==> src/rtl/fetch_ctrl.sv <==
// fetch_ctrl: instruction-fetch sequencer with ROM addressing, prefetch FIFO, redirects and fetch-fault capture
module fetch_ctrl #(
    parameter logic [31:0] PC_RESET   = 32'h0000_3000,
    parameter int          IM_DEPTH   = 4096,
    parameter int          FIFO_DEPTH = 2
) (
    input  logic        clk,
    input  logic        reset,
    output logic [31:0] im_addr,
    input  logic [31:0] im_instr,
    input  logic        redirect_valid,
    input  logic [31:0] redirect_pc,
    output logic        out_valid,
    input  logic        out_ready,
    output logic [31:0] out_pc,
    output logic [31:0] out_instr,
    output logic        fetch_err,
    output logic [31:0] err_pc
);
    localparam int PW = (FIFO_DEPTH > 1) ? $clog2(FIFO_DEPTH) : 1;
    localparam int CW = $clog2(FIFO_DEPTH + 1);
    localparam logic [32:0] PC_END = {1'b0, PC_RESET} + 33'(IM_DEPTH) * 33'd4;

    typedef enum logic {RUN, ERR} state_t;

    state_t         state_q, state_d;
    logic [31:0]    fpc_q, fpc_d;
    logic [31:0]    err_pc_q, err_pc_d;
    logic [PW-1:0]  wr_q, wr_d, rd_q, rd_d;
    logic [CW-1:0]  count_q, count_d;
    logic [31:0]    pc_mem [FIFO_DEPTH];
    logic [31:0]    instr_mem [FIFO_DEPTH];
    logic           fpc_ok, deq, can_enq, push;

    function automatic logic [PW-1:0] inc(input logic [PW-1:0] p);
        return (p == PW'(FIFO_DEPTH - 1)) ? '0 : p + 1'b1;
    endfunction

    assign fpc_ok    = (fpc_q[1:0] == 2'b00) && (fpc_q >= PC_RESET) && ({1'b0, fpc_q} < PC_END);
    assign out_valid = (count_q != '0);
    assign deq       = out_valid && out_ready;
    assign can_enq   = (count_q < CW'(FIFO_DEPTH)) || deq;
    assign im_addr   = fpc_q;
    assign fetch_err = (state_q == ERR);
    assign err_pc    = err_pc_q;
    assign out_pc    = out_valid ? pc_mem[rd_q] : '0;
    assign out_instr = out_valid ? instr_mem[rd_q] : '0;

    // Next fetch PC, fault capture and push decision; a redirect discards any push this cycle
    always_comb begin
        state_d  = state_q;
        fpc_d    = fpc_q;
        err_pc_d = err_pc_q;
        push     = 1'b0;
        if (redirect_valid) begin
            state_d = RUN;
            fpc_d   = redirect_pc;
        end else if (state_q == RUN) begin
            if (!fpc_ok) begin
                state_d  = ERR;
                err_pc_d = fpc_q;
            end else if (can_enq) begin
                push  = 1'b1;
                fpc_d = fpc_q + 32'd4;
            end
        end
        wr_d    = redirect_valid ? '0 : (push ? inc(wr_q) : wr_q);
        rd_d    = redirect_valid ? '0 : (deq ? inc(rd_q) : rd_q);
        count_d = redirect_valid ? '0 : count_q + CW'(push) - CW'(deq);
    end

    // Control state and FIFO pointers
    always_ff @(posedge clk) begin
        if (reset) begin
            state_q  <= RUN;
            fpc_q    <= PC_RESET;
            err_pc_q <= '0;
            wr_q     <= '0;
            rd_q     <= '0;
            count_q  <= '0;
        end else begin
            state_q  <= state_d;
            fpc_q    <= fpc_d;
            err_pc_q <= err_pc_d;
            wr_q     <= wr_d;
            rd_q     <= rd_d;
            count_q  <= count_d;
        end
    end

    // FIFO payload storage; contents are masked by count so it needs no reset
    always_ff @(posedge clk) begin
        if (push) begin
            pc_mem[wr_q]    <= fpc_q;
            instr_mem[wr_q] <= im_instr;
        end
    end
endmodule

==> config.mk <==
export PLATFORM = sky130hd
export DESIGN_NAME = fetch_ctrl
export DESIGN_NICKNAME = d
export VERILOG_FILES = /design/src/rtl/fetch_ctrl.sv
export SDC_FILE = /design/constraint.sdc
export NUM_CORES = 1
export LEC_CHECK = 0
export ABC_CLOCK_PERIOD_IN_PS = 12700
export BUFFER_PORTS_ARGS = -buffer_cell sky130_fd_sc_hd__buf_4
export CAP_MARGIN = 20
export CORE_ASPECT_RATIO = 0.5
export CORE_MARGIN = 2
export CORE_UTILIZATION = 45
export DETAILED_ROUTE_END_ITERATION = 8
export PLACE_DENSITY = 0.65
export SYNTH_ARGS = -nofsm -noshare
export SYNTH_HDL_FRONTEND = slang
export SYNTH_SLANG_ARGS = --single-unit
==> constraint.sdc <==
create_clock -name clk -period 12.7 [get_ports clk]
set_clock_uncertainty 0.15 [all_clocks]
set_input_delay 1.27 -clock clk [delete_from_list [all_inputs] [get_ports clk]]
set_output_delay 1.27 -clock clk [all_outputs]
set_load 0.02 [all_outputs]
==> results.cfg <==
[synth]
synthTopCellsByArea = edfxtp_1, dfxtp_1, mux2i_1
synth.most_common_cell = edfxtp_1
ys_types = 41
syn_nets = 640
synth.avg_cell_area_um2 = 13.7
netlist_area_um2 = 7760
netlist.area_leader.share = 0.495
synth_seq_cells = 198
ys_seq_area_frac = 0.676
synth_edf_count = 128
synth_warnings = 0
synthArstFlopShare = 0
synth_commonest_cells = edfxtp_1, nor2_1, mux2i_1
synth_cells = 568
synth_ff_type = edfxtp_1
synth_top_area_cell = edfxtp_1

[global_route]
grt_max_degree = 69
antenna_found_initial = 0
grt-ovfl-total = 0
grt_pass1_vias = 4998
grt_pass1_wl_um = 27000
grt_use_total = 0.191

[sta]
fin_ws_ns = 8.86
fin_tns_setup_ns = 0
slew_headroom = 0.375
fmax_ghz = 0.261
timing.final.crit_share = 0.302
final-max-slew-violation-count = 0
setup_violations = 0
timing.hold.ws_ns = 0.311
rsz0062_at_grt = false
fin_crit_ns = 3.84
hold_viol = 0
tightest_slew_ns = 0.938

[drt]
viasPerCell = 4.95
drt_iter0_markers = 222
dr_total_vias = 4946
drtPass1Iterations = 4
totalWireLength_um = 17400
drtAntennaViolNets = 0
remaining_drc_errors = 0
wl_per_cell_um = 17.4

[power_and_ir_drop]
ir_drop_v = 0.0000841
p_per_area_nw_per_um2 = 132
p_leak_nw = 3.93
p_total_mw = 1.32

[floorplan]
rows = 33
boundaryPins = 198
initial_core_util = 0.466
coreArea_um2 = 16600
die-area_um2 = 18400
die_w_um = 190
die_h_um = 96.9

[layout]
fin_util = 0.602
drive_above_1_share = 0.322
fin_cells = 1000
nets = 832
syn2layout_area_growth_pct = 29.0
fin_area_um2 = 10000
antenna_cells = 0

[setup_path]
reg2reg_slack_ns = 9.26
crit_buf_inv = 3
max_stage_delay_ns = 0.76
crit_path_frequent_cell = buf_4
end_kind = register
r2r-end = pc_mem[0][10]$_DFFE_PP_
crit_fanout = 36
worst_ep_required_time_ns = 12.61
rr_startpoint = im_addr[27]$_SDFFE_PP0P_
crit_arrival_ns = 3.75
r2r.worst_path.cells = 5
critical_path.cell_chain = buf_4 -> inv_1 -> nand3b_1 -> nor2_4 -> buf_4
crit_type = primary input to register
start_kind = primary input
crit_slowest_cell = nor2_4
path_delay_family = buffers and inverters

[clocking]
htreeDepth = 4
cts_root_buf = clkbuf_16
clk_latency_ns = 0.42
cts_tree = yes
clock-sinks = 198
cts.clk_slew.worst_paths_ns = 0.07
cts_resized = 0
cts_buffer_depth = 2
numCtsBuffers = 17
cts_hold_buf = 0
post_cts_buffers = 0

[placed_design]
port-buffer-count = 197
gp_congestion = 0.763
dp_cells = 968
dp_slack_ns = 8.40
place_area_um2 = 9460
place_hpwl_um = 11100

[min_path]
hold_class = register to register
holdCritStartpoint = err_pc[31]$_SDFFE_PP0P_
hold_path_end = err_pc[31]$_SDFFE_PP0P_
min_delay_path_depth = 2

[flow_run]
cap_violations = 0

[status]
status = finished clean
## cell type report
| class | count | area, um2 |
|---|---|---|
| Tap cell | 227 | 284 |
| Sequential cell | 198 | 5250 |
| Timing Repair Buffer | 202 | 1520 |
| Multi-Input combinational cell | 331 | 2370 |
| Inverter | 10 | 37.5 |
| Clock inverter | 13 | 111 |
| Clock buffer | 19 | 443 |
| Fill cell | 1354 | 6630 |
## how the worst max path moves through the flow
stage / cells past startpoint / startpoint / end / slack (ns)
floorplan: 5 / out_ready / instr_mem[0][0]$_DFFE_PP_ / 7.58
CTS: 5 / redirect_valid / pc_mem[0][10]$_DFFE_PP_ / 8.85
detailed placement: 5 / redirect_valid / pc_mem[0][13]$_DFFE_PP_ / 8.40
global route: 5 / redirect_valid / pc_mem[0][14]$_DFFE_PP_ / 8.71
global placement: 5 / redirect_valid / pc_mem[0][10]$_DFFE_PP_ / 8.48
finish: 5 / redirect_valid / pc_mem[0][10]$_DFFE_PP_ / 8.86
## placed cells by master, fill, tap and decap left out, drive strengths merged, types with 4 or more instances in the layout
master,synthesis,routed
xnor2,13,13
clkinv,0,5
mux2i,114,114
nor4,10,10
buf,16,202
nor2,124,124
edfxtp,128,128
clkbuf,13,19
nor3,8,8
nand2,7,7
inv,10,18
o21bai,7,7
dfxtp,70,70
ha,4,4
a21oi,11,11
## registers in the layout (all words and copies together) (netlist names), named ones only
signal     count
rd_q           1
wr_q           1
im_addr       32
count_q        2
fetch_err      1
err_pc        32
instr_mem     64
pc_mem        64
## report_power, final
part	total, mW	switching [mW]	leakage [nW]	internal, mW
registers	0.714	0.0178	1.73	0.697
clock network	0.508	0.244	0.279	0.263
logic	0.0970	0.0515	1.92	0.0455
## kinds of logic after synthesis
family / synth area share
mux: 0.147
buf+inv: 0.0219
compound gates: 0.0268
simple gates: 0.106
fa+ha+maj: 0.00645
flops: 0.676
xor+xnor: 0.0158
## routing by layer
metal,global-route usage,up-vias,routed length [um],part of all wire
li1,-,2421,-,-
met1,0.252,2413,8020,0.46
met4,0.0441,0,90,0.0052
met2,0.322,106,8520,0.49
met3,0.0450,6,784,0.045
met5,0,-,0,0
## worst min-delay path: stages (launching register included)
cell,delay (ns)
dfxtp_1,0.31
nand2_1,0.05
a21oi_1,0.05
No activity file was read; power rests on OpenSTA's default activity.
